## src/rtl/bitop_pkg.sv

```systemverilog
// Shared types and the operator evaluation function for the bit-operation engine.
package bitop_pkg;

    // Widest operand the evaluation function handles; both operand widths must not exceed it.
    localparam int MAX_W = 32;

    typedef enum logic [2:0] {
        OP_NOT  = 3'd0,
        OP_AND  = 3'd1,
        OP_OR   = 3'd2,
        OP_XOR  = 3'd3,
        OP_XNOR = 3'd4,
        OP_LNOT = 3'd5,
        OP_LAND = 3'd6,
        OP_LOR  = 3'd7
    } opCode_t;

    // One result together with the operator that produced it.
    typedef struct packed {
        opCode_t          op;
        logic [MAX_W-1:0] res;
    } resRec_t;

    // Pure operator evaluation. Callers zero-extend both operands to MAX_W and
    // keep only the low A_W bits of the return value, which implements the
    // zero-extend-then-truncate width rule for every operator.
    function automatic logic [MAX_W-1:0] evalOp(input opCode_t op,
                                               input logic [MAX_W-1:0] a,
                                               input logic [MAX_W-1:0] b);
        logic [MAX_W-1:0] r;
        r = '0;
        case (op)
            OP_NOT:  r = ~a;
            OP_AND:  r = a & b;
            OP_OR:   r = a | b;
            OP_XOR:  r = a ^ b;
            OP_XNOR: r = ~(a ^ b);
            OP_LNOT: r = {{(MAX_W-1){1'b0}}, (a == '0)};
            OP_LAND: r = {{(MAX_W-1){1'b0}}, ((a != '0) && (b != '0))};
            OP_LOR:  r = {{(MAX_W-1){1'b0}}, ((a != '0) || (b != '0))};
            default: r = '0;
        endcase
        return r;
    endfunction

endpackage

```

## src/rtl/bitop_if.sv

```systemverilog
// Operand and result handshake bundle of the bit-operation engine.
//
// Handshake: a beat moves across a channel on every rising clk edge where
// valid and ready are both 1. A producer that raises valid keeps it high, with
// its payload stable, until that transfer edge. ready may depend
// combinationally on the opposite side's ready (in_ready follows out_ready),
// but never on the same channel's valid.
interface bitop_if #(
    parameter int A_W = 4,
    parameter int B_W = 5
) ();

    logic           in_valid;
    logic           in_ready;
    logic [A_W-1:0] in_a;
    logic [B_W-1:0] in_b;
    logic [2:0]     in_op;

    logic           out_valid;
    logic           out_ready;
    logic [A_W-1:0] out_res;
    logic [2:0]     out_op;

    logic [7:0]     op_count;

    // Environment side: drives operands and accepts results.
    modport master (
        output in_valid, in_a, in_b, in_op, out_ready,
        input  in_ready, out_valid, out_res, out_op, op_count
    );

    // Engine side.
    modport slave (
        input  in_valid, in_a, in_b, in_op, out_ready,
        output in_ready, out_valid, out_res, out_op, op_count
    );

endinterface

```

## src/rtl/bitop_fifo.sv

```systemverilog
// Output queue of the engine: a power-of-two deep FIFO with a combinational
// read port. Push and pop on the same edge are allowed even when full.
module bitop_fifo #(
    parameter int WIDTH = 8,
    parameter int DEPTH = 2
) (
    input  logic             clk,
    input  logic             rst_n,
    input  logic             push,
    input  logic [WIDTH-1:0] pushData,
    input  logic             pop,
    output logic [WIDTH-1:0] popData,
    output logic             full,
    output logic             empty
);

    localparam int PTR_W = (DEPTH > 1) ? $clog2(DEPTH) : 1;
    localparam int CNT_W = PTR_W + 1;

    logic [WIDTH-1:0] mem [DEPTH];
    logic [PTR_W-1:0] wrPtr;
    logic [PTR_W-1:0] rdPtr;
    logic [CNT_W-1:0] count;

    assign full    = (count == CNT_W'(DEPTH));
    assign empty   = (count == '0);
    assign popData = mem[rdPtr];

    // Pointer and occupancy bookkeeping; pointers wrap naturally since DEPTH is a power of two.
    always_ff @(posedge clk) begin
        if (!rst_n) begin
            wrPtr <= '0;
            rdPtr <= '0;
            count <= '0;
        end else begin
            if (push) begin
                wrPtr <= wrPtr + PTR_W'(1);
            end
            if (pop) begin
                rdPtr <= rdPtr + PTR_W'(1);
            end
            case ({push, pop})
                2'b10:   count <= count + CNT_W'(1);
                2'b01:   count <= count - CNT_W'(1);
                default: count <= count;
            endcase
        end
    end

    // Storage write; contents need no reset because occupancy gates every read.
    always_ff @(posedge clk) begin
        if (push) begin
            mem[wrPtr] <= pushData;
        end
    end

    // Guard against the parent pushing into a full queue or popping an empty one.
    always_ff @(posedge clk) begin
        if (rst_n) begin
            assert (!(push && full && !pop))
                else $error("bitop_fifo: push into full queue without pop");
            assert (!(pop && empty))
                else $error("bitop_fifo: pop from empty queue");
        end
    end

endmodule

```

## src/rtl/bitop_engine.sv

```systemverilog
// Bit-operation engine: evaluates one operator per accepted beat into the S1
// stage register, then queues results in an output FIFO released in order.
module bitop_engine
    import bitop_pkg::*;
#(
    parameter int A_W        = 4,
    parameter int B_W        = 5,
    parameter int FIFO_DEPTH = 2
) (
    input  logic   clk,
    input  logic   rst_n,
    bitop_if.slave bus
);

    // FIFO word: operator code above the A_W-bit result.
    localparam int FW = A_W + 3;

    logic           s1Valid;
    logic [A_W-1:0] s1Res;
    opCode_t        s1Op;

    logic           fifoFull;
    logic           fifoEmpty;
    logic           push;
    logic           pop;
    logic           accept;
    logic [FW-1:0]  fifoRd;
    logic [7:0]     opCount;

    // A result leaves whenever the queue holds one and the consumer is ready.
    assign pop    = !fifoEmpty && bus.out_ready;
    // S1 drains into the queue when there is room, counting a slot freed by a same-edge pop.
    assign push   = s1Valid && (!fifoFull || pop);
    // Ready when S1 is free or emptying this edge; forced low while reset is applied.
    assign bus.in_ready = rst_n && (!s1Valid || push);
    assign accept = bus.in_valid && bus.in_ready;

    // S1 stage: load the evaluated result on accept, clear once it moved to the queue.
    always_ff @(posedge clk) begin
        if (!rst_n) begin
            s1Valid <= 1'b0;
            s1Res   <= '0;
            s1Op    <= OP_NOT;
        end else if (accept) begin
            s1Valid <= 1'b1;
            s1Res   <= A_W'(evalOp(opCode_t'(bus.in_op), MAX_W'(bus.in_a), MAX_W'(bus.in_b)));
            s1Op    <= opCode_t'(bus.in_op);
        end else if (push) begin
            s1Valid <= 1'b0;
        end
    end

    bitop_fifo #(
        .WIDTH (FW),
        .DEPTH (FIFO_DEPTH)
    ) u_fifo (
        .clk      (clk),
        .rst_n    (rst_n),
        .push     (push),
        .pushData ({s1Op, s1Res}),
        .pop      (pop),
        .popData  (fifoRd),
        .full     (fifoFull),
        .empty    (fifoEmpty)
    );

    // Completed output transfers, wrapping modulo 256.
    always_ff @(posedge clk) begin
        if (!rst_n) begin
            opCount <= '0;
        end else if (pop) begin
            opCount <= opCount + 8'd1;
        end
    end

    // Result outputs read as zero whenever nothing is being offered.
    assign bus.out_valid = !fifoEmpty;
    assign bus.out_res   = fifoEmpty ? '0 : fifoRd[A_W-1:0];
    assign bus.out_op    = fifoEmpty ? 3'b000 : fifoRd[FW-1:A_W];
    assign bus.op_count  = opCount;

endmodule

```

## src/flat_wrapper.sv

```systemverilog
// flat-port wrapper written by rule: the top's interface ports become plain ports
module bitop_engine_flat import bitop_pkg::*;
#(
    parameter int A_W        = 4,
    parameter int B_W        = 5,
    parameter int FIFO_DEPTH = 2
)
  (clk, rst_n, bus_in_valid, bus_in_a, bus_in_b, bus_in_op, bus_out_ready, bus_in_ready, bus_out_valid, bus_out_res, bus_out_op, bus_op_count);
  bitop_if #(.A_W(A_W), .B_W(B_W)) bus_i ();
  input  logic clk;
  input  logic rst_n;
  input wire logic [$bits(bus_i.in_valid)-1:0] bus_in_valid;
  input wire logic [$bits(bus_i.in_a)-1:0] bus_in_a;
  input wire logic [$bits(bus_i.in_b)-1:0] bus_in_b;
  input wire logic [$bits(bus_i.in_op)-1:0] bus_in_op;
  input wire logic [$bits(bus_i.out_ready)-1:0] bus_out_ready;
  output wire logic [$bits(bus_i.in_ready)-1:0] bus_in_ready;
  output wire logic [$bits(bus_i.out_valid)-1:0] bus_out_valid;
  output wire logic [$bits(bus_i.out_res)-1:0] bus_out_res;
  output wire logic [$bits(bus_i.out_op)-1:0] bus_out_op;
  output wire logic [$bits(bus_i.op_count)-1:0] bus_op_count;
  assign bus_i.in_valid = bus_in_valid;
  assign bus_i.in_a = bus_in_a;
  assign bus_i.in_b = bus_in_b;
  assign bus_i.in_op = bus_in_op;
  assign bus_i.out_ready = bus_out_ready;
  assign bus_in_ready = bus_i.in_ready;
  assign bus_out_valid = bus_i.out_valid;
  assign bus_out_res = bus_i.out_res;
  assign bus_out_op = bus_i.out_op;
  assign bus_op_count = bus_i.op_count;
  bitop_engine #(.A_W(A_W), .B_W(B_W), .FIFO_DEPTH(FIFO_DEPTH)) u_core (.clk(clk), .rst_n(rst_n), .bus(bus_i));
endmodule
```

## config.mk

```make
export PLATFORM = sky130hd
export DESIGN_NAME = bitop_engine_flat
export DESIGN_NICKNAME = d
export VERILOG_FILES = /design/src/rtl/bitop_pkg.sv /design/src/rtl/bitop_if.sv /design/src/rtl/bitop_fifo.sv /design/src/rtl/bitop_engine.sv /design/src/flat_wrapper.sv
export SDC_FILE = /design/constraint.sdc
export NUM_CORES = 1
export LEC_CHECK = 0
export CAP_MARGIN = 20
export CORE_UTILIZATION = 41
export DETAILED_ROUTE_END_ITERATION = 7
export PLACE_DENSITY = 0.65
export SYNTH_ARGS = -nofsm -noshare
export SYNTH_HDL_FRONTEND = slang
export SYNTH_SLANG_ARGS = --single-unit
```

## constraint.sdc

```tcl
create_clock -name clk -period 2.1 [get_ports clk]
set_clock_uncertainty 0.2 [all_clocks]
set_input_delay 0.42 -clock clk [delete_from_list [all_inputs] [get_ports clk]]
set_output_delay 0.42 -clock clk [all_outputs]
set_load 0.02 [all_outputs]
```

# Word level (Yosys, flattened, before mapping)
# Memories as Yosys holds them, arrays and structs flattened. A register that Yosys moved wholly into a read port is not among the register bits.
# Index checks and enable logic that the tools add are counted.
# W data, S select, Z words.
dict set report word_totals {
  inputBits 16
  word_cells 56
  n_memories 1
  output_inout_bits 17
  mem_bits_rw 14
  ff_bits 20
}
dict set report op_classes {
  eq_ne 10
  n_addsub 5
  n_bitwise 5
  mux 10
  reduce_logical 18
}
# name depth word_bits read_ports rd_ports_with_merged_regs wr line_no
set memory_table {}
lappend memory_table {u_core.u_fifo.mem 2 7 1 1 1 bitop_fifo.sv:20} ;# logic [WIDTH-1:0] mem [DEPTH];
# op n
set op_table {}
lappend op_table {{$pmux W4 S8} 1}
lappend op_table {{$eq A3 B3 Y1 const B} 4}
lappend op_table {{$add A8 B1 Y8 const B} 1}
lappend op_table {{$not A4 Y4} 2}
lappend op_table {{$eq A3 B2 Y1 const B} 2}
lappend op_table {{$mux W1} 6}
lappend op_table {{$logic_and A1 B1 Y1} 5}
lappend op_table {{$reduce_bool A5 Y1} 1}
lappend op_table {{$and A4 B4 Y4} 1}
lappend op_table {{$eq A2 B2 Y1 const B} 2}
lappend op_table {{$logic_not A4 Y1} 1}
lappend op_table {{$mux W4} 1}
lappend op_table {{$or A4 B4 Y4} 1}
lappend op_table {{$pmux W2 S2} 1}
lappend op_table {{$reduce_bool A2 Y1} 2}
lappend op_table {{$reduce_bool A4 Y1} 1}
lappend op_table {{$xor A4 B4 Y4} 1}
lappend op_table {{$eq A3 B1 Y1 const B} 1}
lappend op_table {{$logic_not A1 Y1} 3}
lappend op_table {{$logic_not A3 Y1} 1}
lappend op_table {{$logic_or A1 B1 Y1} 3}
lappend op_table {{$mux W3} 1}
lappend op_table {{$add A1 B1 Y1 const B} 2}
lappend op_table {{$add A2 B1 Y2 const B} 1}
lappend op_table {{3 further kinds} 3}

# Depth between registers and ports, before layout
# Gate-level depths: netlist (run 1).
dict set report logic_depth {
  depth_word 9
  ltp_mapped 7
  depth_no_buf 7
}

# Cells and area by module
# Synthesis (run 1) repeated with hierarchy kept, for this count alone.
dict set report hier_totals {
  cells_unflattened 184
  area_unflattened_um2 1776.7
}
# module area_each_um2 cells_per_inst seq_area_each_um2 instances
set by_module_without_submodules {}
lappend by_module_without_submodules {bitop_engine 1057.3 140 320.3 1}
lappend by_module_without_submodules {bitop_fifo 719.4 44 520.5 1}

# Worst setup path after synthesis (run 1)
# OpenSTA, ideal clock, no wires.
dict set report synth_path {
  kind {register to register}
  startpoint {register u_core.u_fifo.count[1]}
  endpoint {register u_core.u_fifo.count[1]}
  path_buffers 0
  period_less_slack_ps 1876
  arrival_time_ps 1601
  path_stages_with_launch 6
  required_ps 1824
  setup_time_ps 76
  setup_slack_ps 224
  path_cell_list {dfxtp_1 inv_1 o31ai_1 ha_1 or3_1 a21boi_0}
}
dict set report synth_via {
  elab_chain_cells 7
  elab_cells_between_ends 13
  classes_between {2 x add/sub; 3 x eq/ne; 1 x mux; 7 x reduce/logical}
}
# element line_no
set synth_rtl {}
lappend synth_rtl {{start, declared} bitop_fifo.sv:23} ;# logic [CNT_W-1:0] count;
lappend synth_rtl {{start signal, assigned} bitop_fifo.sv:43} ;# 2'b10: count <= count + CNT_W'(1);
lappend synth_rtl {{start signal, assigned} bitop_fifo.sv:44} ;# 2'b01: count <= count - CNT_W'(1);
lappend synth_rtl {{start signal, assigned} bitop_fifo.sv:45} ;# default: count <= count;
lappend synth_rtl {{$logic_not A2 Y1} bitop_fifo.sv:26} ;# assign empty = (count == '0);
lappend synth_rtl {{$logic_not A1 Y1} bitop_engine.sv:31} ;# assign pop = !fifoEmpty && bus.out_ready;
lappend synth_rtl {{$logic_and A1 B1 Y1} bitop_engine.sv:31}
lappend synth_rtl {{$logic_or A1 B1 Y1} bitop_engine.sv:33} ;# assign push = s1Valid && (!fifoFull || pop);
lappend synth_rtl {{$logic_and A1 B1 Y1} bitop_engine.sv:33}
lappend synth_rtl {{$eq A2 B1 Y1 or $eq A2 B2 Y1 (tied branches)} bitop_fifo.sv:42} ;# case ({push, pop})
lappend synth_rtl {{$pmux W2 S2 or $reduce_bool A2 Y1 (tied branches)} --}
# Parallel ways exist; a longest one is shown, timed or not.
# A chain may end at the register's enable or synchronous reset.

# Final worst setup path (run 1)
dict set report layout_path {
  startpoint {input bus_out_ready}
  endpoint {output bus_in_ready}
}
dict set report layout_via {
  elab_chain_cells 5
}
# element line_no
set layout_rtl {}
lappend layout_rtl {{start, declared} flat_wrapper.sv:16} ;# input wire logic [$bits(bus_i.out_ready)-1:0] bus_out_ready;
lappend layout_rtl {{$logic_and A1 B1 Y1} bitop_engine.sv:31}
lappend layout_rtl {{$logic_or A1 B1 Y1} bitop_engine.sv:33}
lappend layout_rtl {{$logic_and A1 B1 Y1} bitop_engine.sv:33}
lappend layout_rtl {{$logic_or A1 B1 Y1} bitop_engine.sv:35} ;# assign bus.in_ready = rst_n && (!s1Valid || push);
lappend layout_rtl {{$logic_and A1 B1 Y1} bitop_engine.sv:35}
lappend layout_rtl {{end, declared} flat_wrapper.sv:17} ;# output wire logic [$bits(bus_i.in_ready)-1:0] bus_in_ready;
# Every way passes these cells.

==> results of run 1 <==
## where the power goes
part	internal, mW	total (mW)	switching, mW
clock	0.384	0.612	0.228
combinational	0.359	0.721	0.362
sequential	0.778	0.837	0.0591
total	1.52	2.17	0.649
## final timing paths
path	depth (start not counted)	from	endpoint	slack (ns)
max	4	bus_out_ready	bus_in_ready	0.02
min reg2reg	0	u_core.s1Res[2]	u_core.u_fifo.mem[0][2]	0.26
max reg2reg	5	u_core.u_fifo.count[0]	u_core.u_fifo.count[1]	0.18
min	0	u_core.s1Res[2]	u_core.u_fifo.mem[0][2]	0.26
## what timing repair did
action / 4_1_cts / 5_1_grt
setup buffers: 0 / 1
pin swaps: 0 / 2
endpoints found under the setup margin: 10 / 3
gates resized for setup: 15 / 2
## layer usage
metal	share of wire [%]	wire length, µm	vias up	GRT usage (%)
met5	0	0	-	0
met4	1.9	66	0	7.81
met3	3.5	122	6	3.00
met2	53	1880	36	34.4
met1	41	1450	649	16.8
li1	-	-	707	-
## cell families after synthesis
logic type | Yosys count
and+or+nand+nor | 58
DFF | 35
AOI/OAI and AO/OA | 32
buffers and inverters | 23
xor gates and xnor gates | 10
adders and majority gates | 10
muxes | 7
## area by class of cell
| class | instances | share of cell area, % |
|---|---|---|
| inverters | 15 | 2.36 |
| multi-input cells | 117 | 35.5 |
| clock buffers | 6 | 3.47 |
| well taps | 50 | 2.63 |
| flip-flops and latches | 35 | 35.3 |
| repair buffers | 50 | 19.3 |
| clock inverters | 2 | 1.47 |
## stage by stage
| stage | setup WS [ns] | cells | instance area, µm² | hold WS, ns |
|---|---|---|---|---|
| global route | -0.000174 | 275 | 2380 | 0.271 |
| finish | 0.0167 | 275 | 2380 | 0.258 |
| floorplan | 0.224 | 175 | 1780 | 0.225 |
| global placement | -0.362 | 266 | 2250 | 0.235 |
| CTS | 0.0103 | 274 | 2370 | 0.263 |
| detailed placement | -0.441 | 266 | 2250 | 0.247 |
## flip-flops by register name, indices dropped and copies added (netlist names), named ones only
signal,flops
u_core.s1Res,4
u_core.bus.op_count,8
u_core.s1Op,3
u_core.u_fifo.wrPtr,1
u_core.u_fifo.rdPtr,1
u_core.u_fifo.mem,14
u_core.u_fifo.count,2
u_core.s1Valid,1
## Yosys cell counts, types with 3 or more instances
library cell  instances  area share (%)
a22oi_1               3             1.3
edfxtp_1             14              24
clkbuf_1              4            0.84
mux2i_1               7             3.9
o211a_1               3             1.7
nand3_1              11             3.1
dfxtp_1              21              24
o21ai_1               6             1.7
o22a_1                3             1.5
a31oi_1               3             1.1
and2_1               11             3.9
nor2_1               16             3.4
ha_1                 10             7.0
nand2_2               3             1.1
o21ai_0               3            0.84
o21a_1                3             1.3
nand2_1               8             1.7
inv_1                14             3.0
xnor2_1               9             4.4
## cell usage in the layout, fill, tap and decap left out, types with 2 or more instances in the layout
master / n
xnor2_1: 9
nand3_1: 11
nand2_2: 3
nand2_1: 8
nor2_1: 15
dlygate4sd2_1: 7
clkbuf_8: 6
a31oi_1: 3
nor4_1: 2
mux2i_1: 7
inv_1: 14
o21ai_1: 6
o22a_1: 3
and2_1: 11
a21boi_0: 2
buf_4: 18
o21a_1: 3
o21ai_0: 3
a22oi_1: 3
ha_1: 10
dfxtp_1: 20
clkdlybuf4s50_1: 23
edfxtp_1: 14
o211a_1: 3
==> results.sh, run 1 <==
export IMPL_grt_start_max_net_pins=22
export IMPL_yosysSeqAreaShare_pct=47.3
export IMPL_port_buffers=32
export IMPL_synth_cell_type_count=39
export IMPL_critPathCaptureType="primary output"
export IMPL_cts_hold_buf=0
export IMPL_ios=33
export IMPL_syn_avg_cell_area_um2=10.2
export IMPL_vias=1398
export IMPL_globalRoute_totalOverflow=0
export IMPL_power_total_mw=2.17
export IMPL_worstPathCellList="clkdlybuf4s50_1 -> and4bb_1 -> nor2b_2 -> buf_4"
export IMPL_grt_antenna_before_repair=0
export IMPL_grt_total_usage_pct=17.2
export IMPL_fillers=356
export IMPL_cts_tree="done"
export IMPL_ir_drop_mv=0.432
export IMPL_max_cap_violations=0
export IMPL_period_share_pct=99.2
export IMPL_layout_min_cycle_time_ns=2.08
export IMPL_cpPeakStageDelay_ns=0.48
export IMPL_final_seq_area_um2=842
export IMPL_maxSlewViolCount=0
export IMPL_cts_sinks=35
export IMPL_netlist_area_um2=1780
export IMPL_ys_seq_elements=35
export IMPL_setup_tns_ns=0
export IMPL_crit_fanout=2
export IMPL_finalSetupViolCount=0
export IMPL_synth_top_family_by_area="simple AND/OR/NAND/NOR gates"
export IMPL_n_antenna_cell=0
export IMPL_place_hpwl_um=2740
export IMPL_power_leakage_nw=1.01
export IMPL_core_area_um2=4090
export IMPL_viasPerCell=5.08
export IMPL_clock_path_buffers=2
export IMPL_routedWlPerCell_um=12.8
export IMPL_nets=250
export IMPL_critPathBufInv=2
export IMPL_drive_above_1_share_pct=16.9
export IMPL_worstMarginPinSlew_ns=0.576
export IMPL_cellPowerDensity_nw_per_um2=911
export IMPL_cts_made_buffers=5
export IMPL_maxSlewHeadroom_pct=61.5
export IMPL_area_growth_pct=33.9
export IMPL_synth_edf_count=14
export IMPL_synth_flop_cell="dfxtp_1"
export IMPL_grt_pass1_vias=1423
export IMPL_slowest_stage="clkdlybuf4s50_1"
export IMPL_async_reset_ff_share_pct=0
export IMPL_required_ns=1.48
export IMPL_synth_compound_area_share_pct=12.9
export IMPL_drt_first_pass_iters=5
export IMPL_die_area_um2=4610
export IMPL_status="completed"
export IMPL_drc=0
export IMPL_clk_latency_ns=0.28
export IMPL_gp_congestion=0.788
export IMPL_syn_num_nets=201
export IMPL_critPathKind="in2out"
export IMPL_grt_first_pass_wirelength_um=5840
export IMPL_hold_class="reg2reg"
export IMPL_dieWidth_um=67.9
export IMPL_die_y_um=67.9
export IMPL_htree_levels=2
export IMPL_rows=23
export IMPL_wirelength_um=3520
export IMPL_drt_iter0_drc=38
export IMPL_start_kind="primary input"
export IMPL_synth_area_mux_share_pct=3.94
export IMPL_synth_xor_area_share_pct=4.92
export IMPL_final_util_pct=58.3
export IMPL_cts_root_buf="clkbuf_8"
export IMPL_cp_arrival_ns=1.46
export IMPL_max_freq_mhz=480
export IMPL_clk_pin_slew_ns=0.07
export IMPL_ant_nets=0
export IMPL_synth_simple_area_share_pct=17.9
export IMPL_start_util_pct=43.5
export IMPL_hold_viol=0
export IMPL_crit_family="buffers and inverters"
export IMPL_yosysWarnings=0
export IMPL_syn_inst=175
export IMPL_multi_input_area_um2=845
export IMPL_yosys_area_share_adder_pct=7.03
Power figures use the tool's default switching activity.
==> run 2: changes to the inputs <==
--- a/config.mk
+++ b/config.mk
@@ -9,6 +9,8 @@
 export CORE_UTILIZATION = 41
 export DETAILED_ROUTE_END_ITERATION = 7
 export PLACE_DENSITY = 0.65
+export SETUP_SLACK_MARGIN = 0.05
+export SKIP_LAST_GASP = 1
 export SYNTH_ARGS = -nofsm -noshare
 export SYNTH_HDL_FRONTEND = slang
 export SYNTH_SLANG_ARGS = --single-unit
==> run 2 against run 1 <==
Compared with the run above:
- sequential cell count unchanged
- critical path type unchanged
- hold slack about the same
- register-to-register slack improved by 0.04 ns
- count of clock-buffer cells in the layout did not move
- setup slack better by 0.030 ns
- first-iteration DRC count shrank 2.6%
- largest cell class unchanged
==> results.sh, run 2 (same netlist as run 1, synthesis figures left out) <==
export IMPL_drc=0
export IMPL_met2_wirelength_um=1900
export IMPL_pwr_share_clk_pct=27.8
export IMPL_cts_root_buf="clkbuf_8"
export IMPL_grt_antenna_before_repair=0
export IMPL_rr_startpoint="u_core.u_fifo.count[0]"
export IMPL_grt_pass1_vias=1430
export IMPL_p_sw_share_pct=30.2
export IMPL_die_area_um2=4610
export IMPL_ir_drop_mv=0.410
export IMPL_layout_commonest_cell="clkdlybuf4s50_1"
export IMPL_holdPathStages=0
export IMPL_worstMarginPinSlew_ns=0.576
export IMPL_cp_arrival_ns=1.43
export IMPL_cellPowerDensity_nw_per_um2=917
export IMPL_maxSlewViolCount=0
export IMPL_gp_congestion=0.788
export IMPL_clk_pin_slew_ns=0.07
export IMPL_routedWlPerCell_um=12.8
export IMPL_internal_power_mw=1.54
export IMPL_drt_iter0_drc=37
export IMPL_max_cap_violations=0
export IMPL_start_kind="primary input"
export IMPL_core_area_um2=4090
export IMPL_drt_first_pass_iters=4
export IMPL_vias=1409
export IMPL_required_ns=1.48
export IMPL_place_hpwl_um=2740
export IMPL_rsz0062_at_grt="no"
export IMPL_min_delay_start="u_core.s1Res[2]"
export IMPL_grt_start_max_net_pins=22
export IMPL_status="completed"
export IMPL_rr_worst_depth=5
export IMPL_cts_sinks=35
export IMPL_period_share_pct=97.8
export IMPL_setup_tns_ns=0
export IMPL_hold_class="reg2reg"
export IMPL_comb_power_share_pct=34.1
export IMPL_power_total_mw=2.20
export IMPL_start_util_pct=43.5
export IMPL_viasPerCell=5.11
export IMPL_ios=33
export IMPL_maxSlewHeadroom_pct=61.4
export IMPL_wirelength_um=3540
export IMPL_ant_nets=0
export IMPL_critPathKind="in2out"
export IMPL_grt_total_usage_pct=17.3
export IMPL_met1Wirelength_um=1450
export IMPL_critPathCaptureType="primary output"
export IMPL_finalSetupViolCount=0
export IMPL_top_layer_used="met4"
export IMPL_drive_above_1_share_pct=17.3
export IMPL_cp_startpoint="bus_out_ready"
export IMPL_die_y_um=67.9
export IMPL_clk_latency_ns=0.28
export IMPL_switchingPower_uw=664
export IMPL_cts_tree="done"
export IMPL_n_antenna_cell=0
export IMPL_max_freq_mhz=487
export IMPL_largest_reg_flops=14
export IMPL_cts_made_buffers=5
export IMPL_clock_path_buffers=2
export IMPL_layout_min_cycle_time_ns=2.05
export IMPL_rows=23
export IMPL_crit_fanout=2
export IMPL_nets=251
export IMPL_seqPwrFrac_pct=38.0
export IMPL_port_buffers=32
export IMPL_regMostFlops="u_core.u_fifo.mem"
export IMPL_htree_levels=2
export IMPL_power_leakage_nw=1.02
export IMPL_hold_viol=0
export IMPL_dieWidth_um=67.9
export IMPL_globalRoute_totalOverflow=0
export IMPL_cts_hold_buf=0
export IMPL_grt_first_pass_wirelength_um=5890
export IMPL_area_growth_pct=35.0
export IMPL_wl_met3_um=117
export IMPL_mostFrequentLayoutCells="23 x clkdlybuf4s50_1, 20 x dfxtp_1, 18 x buf_4"
## run 2: cell count changes in the layout (fill, tap and decap cells not counted)
cell / delta
o21ai_1: +1
o31ai_2: -1
buf_6: +1
o31ai_4: +1
o21ai_0: -1
## run 2: power by group through the flow
stage / Clock [mW] / Sequential [mW] / Combinational (mW)
6_report: 0.613 / 0.838 / 0.752
5_1_grt: 0.654 / 0.845 / 0.822
4_1_cts: 0.627 / 0.837 / 0.756
3_5_place_dp: 0 / 0.842 / 0.758
3_3_place_gp: 0 / 0.836 / 0.731
2_1_floorplan: 0 / 0.845 / 0.397
## run 2: cell type report
type,instances,area [µm²]
multi-input cells,117,853
inverters,15,56.3
fillers,354,1680
repair buffers,51,470
clock inverters,2,35.0
well taps,50,62.6
clock buffers,6,82.6
flip-flops and latches,35,842
## run 2: worst paths after layout
check                                               end  slack, ns
worst max register to register   u_core.u_fifo.count[1]       0.22
worst min-delay path            u_core.u_fifo.mem[0][2]       0.26
worst max-delay path                       bus_in_ready       0.05
worst min register to register  u_core.u_fifo.mem[0][2]       0.26
## run 2: critical path, cell delays in order
cell and delay, ns:
clkdlybuf4s50_1 0.48, and4bb_1 0.22, nor2b_2 0.17, buf_6 0.14
## run 2: repair_timing
| action | in CTS | in global routing |
|---|---|---|
| buffers inserted | 1 | 1 |
| cloned | 0 | 0 |
| setup endpoints to repair | 10 | 4 |
| resized for setup | 14 | 6 |
| pin swaps | 2 | 1 |
## run 2: stage by stage
| stage | worst slack (ns) | std cells | hold slack [ns] | instance area [µm²] | utilization (%) |
|---|---|---|---|---|---|
| 2_1_floorplan | 0.224 | 175 | 0.225 | 1780 | - |
| 3_3_place_gp | -0.362 | 266 | 0.235 | 2250 | 55.1 |
| 6_report | 0.0466 | 276 | 0.258 | 2400 | 58.8 |
| 3_5_place_dp | -0.441 | 266 | 0.247 | 2250 | 55.1 |
| 5_1_grt | 0.0376 | 276 | 0.271 | 2400 | 58.8 |
| 4_1_cts | -0.0904 | 275 | 0.263 | 2380 | 58.3 |
## run 2: per-layer routing
metal | global-route usage, % | vias to the layer above
met2 | 35.0 | 36
met3 | 3.00 | 6
met5 | 0 | -
met4 | 7.81 | 0
met1 | 16.6 | 659
li1 | - | 708
==> run 3: changes to the inputs <==
--- a/config.mk
+++ b/config.mk
@@ -5,9 +5,11 @@
 export SDC_FILE = /design/constraint.sdc
 export NUM_CORES = 1
 export LEC_CHECK = 0
+export ABC_CLOCK_PERIOD_IN_PS = 2100
 export CAP_MARGIN = 20
 export CORE_UTILIZATION = 41
 export DETAILED_ROUTE_END_ITERATION = 7
+export GPL_ROUTABILITY_DRIVEN = 0
 export PLACE_DENSITY = 0.65
 export SETUP_SLACK_MARGIN = 0.05
 export SKIP_LAST_GASP = 1
==> results of run 3 <==
The final DEF is identical to that of run 2; final timing and power are the same.
